--- config.mk ---
export PLATFORM = sky130hd
export DESIGN_NAME = mem_pipe
export DESIGN_NICKNAME = d
export VERILOG_FILES = /design/src/rtl/mem_pipe.sv
export SDC_FILE = /design/constraint.sdc
export NUM_CORES = 1
export LEC_CHECK = 0
export ABC_AREA = 1
export CAP_MARGIN = 20
export CELL_PAD_IN_SITES_DETAIL_PLACEMENT = 1
export CELL_PAD_IN_SITES_GLOBAL_PLACEMENT = 2
export CORE_MARGIN = 2
export CORE_UTILIZATION = 36
export CTS_BUF_LIST = sky130_fd_sc_hd__clkbuf_4 sky130_fd_sc_hd__clkbuf_8
export DETAILED_ROUTE_END_ITERATION = 12
export PLACE_DENSITY = 0.87
export SKIP_CTS_REPAIR_TIMING = 1
export SLEW_MARGIN = 10
export SYNTH_ARGS = -nofsm -noshare
export SYNTH_HDL_FRONTEND = slang
export SYNTH_SLANG_ARGS = --single-unit
--- constraint.sdc ---
create_clock -name clk -period 1.95 [get_ports clk]
set_clock_uncertainty 0.15 [all_clocks]
set_input_delay 0.2925 -clock clk [delete_from_list [all_inputs] [get_ports clk]]
set_output_delay 0.2925 -clock clk [all_outputs]
set_load 0.02 [all_outputs]
--- src/rtl/mem_pipe.sv ---
// mem_pipe: parametrised single-port memory with byte enables,
// a fixed-latency read pipeline and a credit-gated response FIFO.
module mem_pipe #(
  parameter int DW        = 8,
  parameter int DEPTH     = 4,
  parameter int AW        = $clog2(DEPTH),
  parameter int READ_LAT  = 1,
  parameter int RSP_DEPTH = 2,
  parameter logic [DW-1:0] INIT_VAL = {DW{1'b1}}
) (
  input  logic          clk,
  input  logic          rst,
  input  logic          req_valid,
  output logic          req_ready,
  input  logic          req_we,
  input  logic [AW-1:0] req_addr,
  input  logic [DW-1:0] req_wdata,
  input  logic [DW/8-1:0] req_be,
  output logic          rsp_valid,
  input  logic          rsp_ready,
  output logic [DW-1:0] rsp_rdata,
  output logic          rsp_err
);

  localparam int BW = DW / 8;
  localparam int PW = (RSP_DEPTH > 1) ? $clog2(RSP_DEPTH) : 1;
  localparam int CW = $clog2(RSP_DEPTH + 1);

  logic [DW-1:0] mem [DEPTH];
  logic          acc;
  logic          in_rng;
  logic          rd_acc;
  logic          wr_acc;
  logic [DW-1:0] rd_d;
  logic          rd_e;
  logic          push;
  logic [DW-1:0] push_d;
  logic          push_e;
  logic          pop;

  logic [DW-1:0] fd [RSP_DEPTH];
  logic [RSP_DEPTH-1:0] fe;
  logic [PW-1:0] wp;
  logic [PW-1:0] rp;
  logic [CW-1:0] cnt;
  logic [CW-1:0] outstanding;

  assign acc    = req_valid & req_ready;
  assign in_rng = {1'b0, req_addr} < (AW+1)'(DEPTH);
  assign rd_acc = acc & ~req_we;
  assign wr_acc = acc & req_we & in_rng;
  assign rd_d   = in_rng ? mem[req_addr] : '0;
  assign rd_e   = ~in_rng;

  always_ff @(posedge clk or negedge rst) begin
    if (!rst) begin
      for (int i = 0; i < DEPTH; i++) mem[i] <= INIT_VAL;
    end else if (wr_acc) begin
      for (int b = 0; b < BW; b++)
        if (req_be[b]) mem[req_addr][8*b +: 8] <= req_wdata[8*b +: 8];
    end
  end

  // The FIFO write itself is the last latency stage, so only
  // READ_LAT-1 registers sit between accept and push.
  generate
    if (READ_LAT == 1) begin : g_nopipe
      assign push   = rd_acc;
      assign push_d = rd_d;
      assign push_e = rd_e;
    end else begin : g_pipe
      logic [READ_LAT-2:0] pv;
      logic [READ_LAT-2:0] pe;
      logic [DW-1:0]       pd [READ_LAT-1];

      always_ff @(posedge clk or negedge rst) begin
        if (!rst) begin
          pv <= '0;
          pe <= '0;
          for (int i = 0; i < READ_LAT-1; i++) pd[i] <= '0;
        end else begin
          pv[0] <= rd_acc;
          pe[0] <= rd_e;
          pd[0] <= rd_d;
          for (int i = 1; i < READ_LAT-1; i++) begin
            pv[i] <= pv[i-1];
            pe[i] <= pe[i-1];
            pd[i] <= pd[i-1];
          end
        end
      end

      assign push   = pv[READ_LAT-2];
      assign push_d = pd[READ_LAT-2];
      assign push_e = pe[READ_LAT-2];
    end
  endgenerate

  function automatic logic [PW-1:0] nxt(input logic [PW-1:0] p);
    return (p == PW'(RSP_DEPTH-1)) ? '0 : p + 1'b1;
  endfunction

  assign rsp_valid = (cnt != '0);
  assign pop       = rsp_valid & rsp_ready;
  assign rsp_rdata = rsp_valid ? fd[rp] : '0;
  assign rsp_err   = rsp_valid & fe[rp];
  assign req_ready = outstanding < CW'(RSP_DEPTH);

  always_ff @(posedge clk or negedge rst) begin
    if (!rst) begin
      wp  <= '0;
      rp  <= '0;
      cnt <= '0;
      fe  <= '0;
      for (int i = 0; i < RSP_DEPTH; i++) fd[i] <= '0;
    end else begin
      if (push) begin
        fd[wp] <= push_d;
        fe[wp] <= push_e;
        wp     <= nxt(wp);
      end
      if (pop) rp <= nxt(rp);
      unique case (1'b1)
        push & ~pop: cnt <= cnt + 1'b1;
        pop & ~push: cnt <= cnt - 1'b1;
        default:     cnt <= cnt;
      endcase
    end
  end

  always_ff @(posedge clk or negedge rst) begin
    if (!rst) begin
      outstanding <= '0;
    end else begin
      unique case (1'b1)
        rd_acc & ~pop: outstanding <= outstanding + 1'b1;
        pop & ~rd_acc: outstanding <= outstanding - 1'b1;
        default:       outstanding <= outstanding;
      endcase
    end
  end

endmodule

==> flow_summary.json <==
{
  "antenna_cells": 0,
  "synth_cells": 331,
  "final_common_cell": "nand2_1",
  "globalplace.congestion": 0.716,
  "wire_per_inst_um": 13.2,
  "fill_cells": 951,
  "drv_slew": 0,
  "syn_avg_cell_area_um2": 8.54,
  "p_comb_frac": 0.378,
  "min_path_type": "reg -> reg",
  "worst_hold_slack_ns": 0.327,
  "first_pass_iters": 4,
  "crit_path_start": "outstanding[1]",
  "path_cells": "inv_2, clkdlybuf4s50_1",
  "sw_frac_of_total": 0.348,
  "drt_iter0_drc": 61,
  "worstMarginPinSlew_ns": 0.302,
  "fmax_mhz": 537,
  "rr_endpoint": "outstanding[1]",
  "critPathLaunchType": "flip-flop",
  "setup.worst_path.end_class": "primary output",
  "die_area_um2": 8580,
  "ir_drop_mv": 0.567,
  "design.core.area_um2": 7690,
  "synth_seq_area_share": 0.510,
  "power_density_nw_per_um2": 1400,
  "ant_nets": 0,
  "p_seq_frac": 0.452,
  "syn_area_um2": 2830,
  "num_vias": 2133,
  "rows": 32,
  "port_buffers": 26,
  "critPathBufInv": 2,
  "clkTransAtPathRegs_ns": 0.10,
  "clock_latency_ns": 0.30,
  "clkPwrFrac": 0.171,
  "path_delay_family": "buffers and inverters",
  "dp_hpwl_um": 4340,
  "setup_violations": 0,
  "critPathArrivalTime_ns": 1.42,
  "start_util": 0.368,
  "area_growth_pct": 21.2,
  "grt_first_pass_wirelength_um": 11100,
  "grt_pass1_vias": 2307,
  "synth_fp_nets": 348,
  "chipHeight_um": 92.6,
  "r2r_start": "cnt[0]",
  "synth-seq-cells": 56,
  "fin_nets": 387,
  "grt_usage": 0.163,
  "layout-drive-gt1-share": 0.299,
  "antenna_found_initial": 0,
  "crit_type": "reg -> out",
  "reg2reg_slack_ns": 0.45,
  "cp-endpoint": "req_ready",
  "utilization": 0.446,
  "grt_max_degree": 57,
  "cts-root-buf": "clkbuf_8",
  "internal_power_mw": 3.13,
  "status": "completed",
  "rr_worst_depth": 6,
  "wl_um": 6250,
  "cts_buffer_depth": 2,
  "cts_buffers": 5,
  "critPathSlowestCell": "clkdlybuf4s50_1",
  "p_leak_nw": 1.83,
  "design.portCount": 27,
  "final_cell_mix": "nand2_1, o21ai_2, dfstp_2",
  "timing.final.hold_violations": 0,
  "period_share": 0.955,
  "crit_required_ns": 1.51,
  "ys_warn_count": 0,
  "tritoncts": "built",
  "cts_max_level": 2,
  "layout_min_cycle_time_ns": 1.86,
  "p_switching_mw": 1.67,
  "grt_setup_unrepaired": "no",
  "drc_errors": 0,
  "vias_per_cell": 4.51,
  "slew_headroom": 0.798,
  "cp_max_fo": 4,
  "overflow": 0,
  "cpPeakStageDelay_ns": 0.61,
  "max_cap_violations": 0,
  "clkSinkCount": 56,
  "ys_types": 23,
  "crit_cells": 2,
  "fp.dieW_um": 92.6
}
==> flip-flops by register name (all words and copies together), names as in the netlist <==
register and flops:
rp 1, fe 2, wp 1, outstanding 2
fd 16, mem 32, cnt 2
==> Yosys cell counts <==
library cell	instances	area, µm²
ha_1	1	12.5
inv_1	19	71.3
nor2_1	6	22.5
xnor2_1	3	26.3
nand3b_4	1	20.0
dfrtp_1	24	601
nor2_8	1	20.0
buf_6	4	45.0
inv_2	5	18.8
nand2_4	4	45.0
nand2_1	168	631
dfstp_2	32	841
nand3_1	2	10.0
nor2_4	2	22.5
clkbuf_1	1	3.75
o21ai_2	32	280
a21oi_1	9	45.0
buf_4	3	22.5
nand2_2	9	56.3
o21ai_0	1	5.00
xor2_1	2	17.5
nor2_2	1	6.26
buf_2	1	5.00
==> worst reg2reg max path: stages (launching register included) <==
cell	delay, ns
dfrtp_1	0.40
nor2_2	0.16
nor2_1	0.09
ha_1	0.29
inv_1	0.08
nand3_1	0.09
xor2_1	0.14
==> power by group through the flow <==
stage          clock (mW)  combinational, mW  sequential [mW]
3_3_place_gp            0               1.81             2.17
2_1_floorplan           0               1.27             2.11
3_5_place_dp            0               1.87             2.19
6_report            0.821               1.81             2.17
5_1_grt             0.896               2.07             2.25
4_1_cts             0.866               1.88             2.18
==> stage by stage <==
| step | instance area, µm² | cells | setup TNS (ns) | setup WS (ns) | power [mW] |
|---|---|---|---|---|---|
| final | 3430 | 473 | 0 | 0.0881 | 4.81 |
| after global routing | 3430 | 473 | 0 | 0.0409 | 5.22 |
| after CTS | 3390 | 472 | -2.06 | -0.270 | 4.92 |
| after detailed placement | 3260 | 464 | 0 | 0.0995 | 4.07 |
| after global placement | 3260 | 464 | 0 | 0.108 | 3.98 |
| after floorplan | 2830 | 331 | 0 | 0.277 | 3.39 |
==> worst min path at each step <==
| stage | startpoint | to | depth (start not counted) |
|---|---|---|---|
| 2_1_floorplan | rst | cnt[0] | 0 |
| 3_3_place_gp | rst | fe[1] | 2 |
| 3_5_place_dp | rst | cnt[1] | 2 |
| 4_1_cts | rst | fd[15] | 2 |
| 5_1_grt | mem[6] | mem[6] | 2 |
| 6_report | mem[6] | mem[6] | 2 |
==> per-layer routing <==
metal / track usage / share of wire / up-vias
li1: - / - / 1093
met1: 0.210 / 0.47 / 1014
met5: 0 / 0 / -
met4: 0.0515 / 0.012 / 0
met3: 0.0203 / 0.020 / 5
met2: 0.286 / 0.50 / 21
==> cells by family (layout without fill, tap and decap cells) <==
family	Yosys count	in the layout	share of synthesized area
xor gates and xnor gates	5	5	0.0155
adders and majority gates	1	1	0.00442
AOI/OAI and AO/OA	42	42	0.117
and+or+nand+nor	194	194	0.295
DFF	56	56	0.510
buffers and inverters	33	73	0.0588
==> final cells by class <==
type                            count  area (µm²)  area share
Clock inverter                      1        30.0     0.00877
Sequential cell                    56        1440       0.421
Tap cell                          102         128      0.0373
Clock buffer                        7        96.3      0.0281
Inverter                           24        90.1      0.0263
Timing Repair Buffer               41         420       0.123
Multi-Input combinational cell    242        1220       0.356
Power figures use the tool's default switching activity.
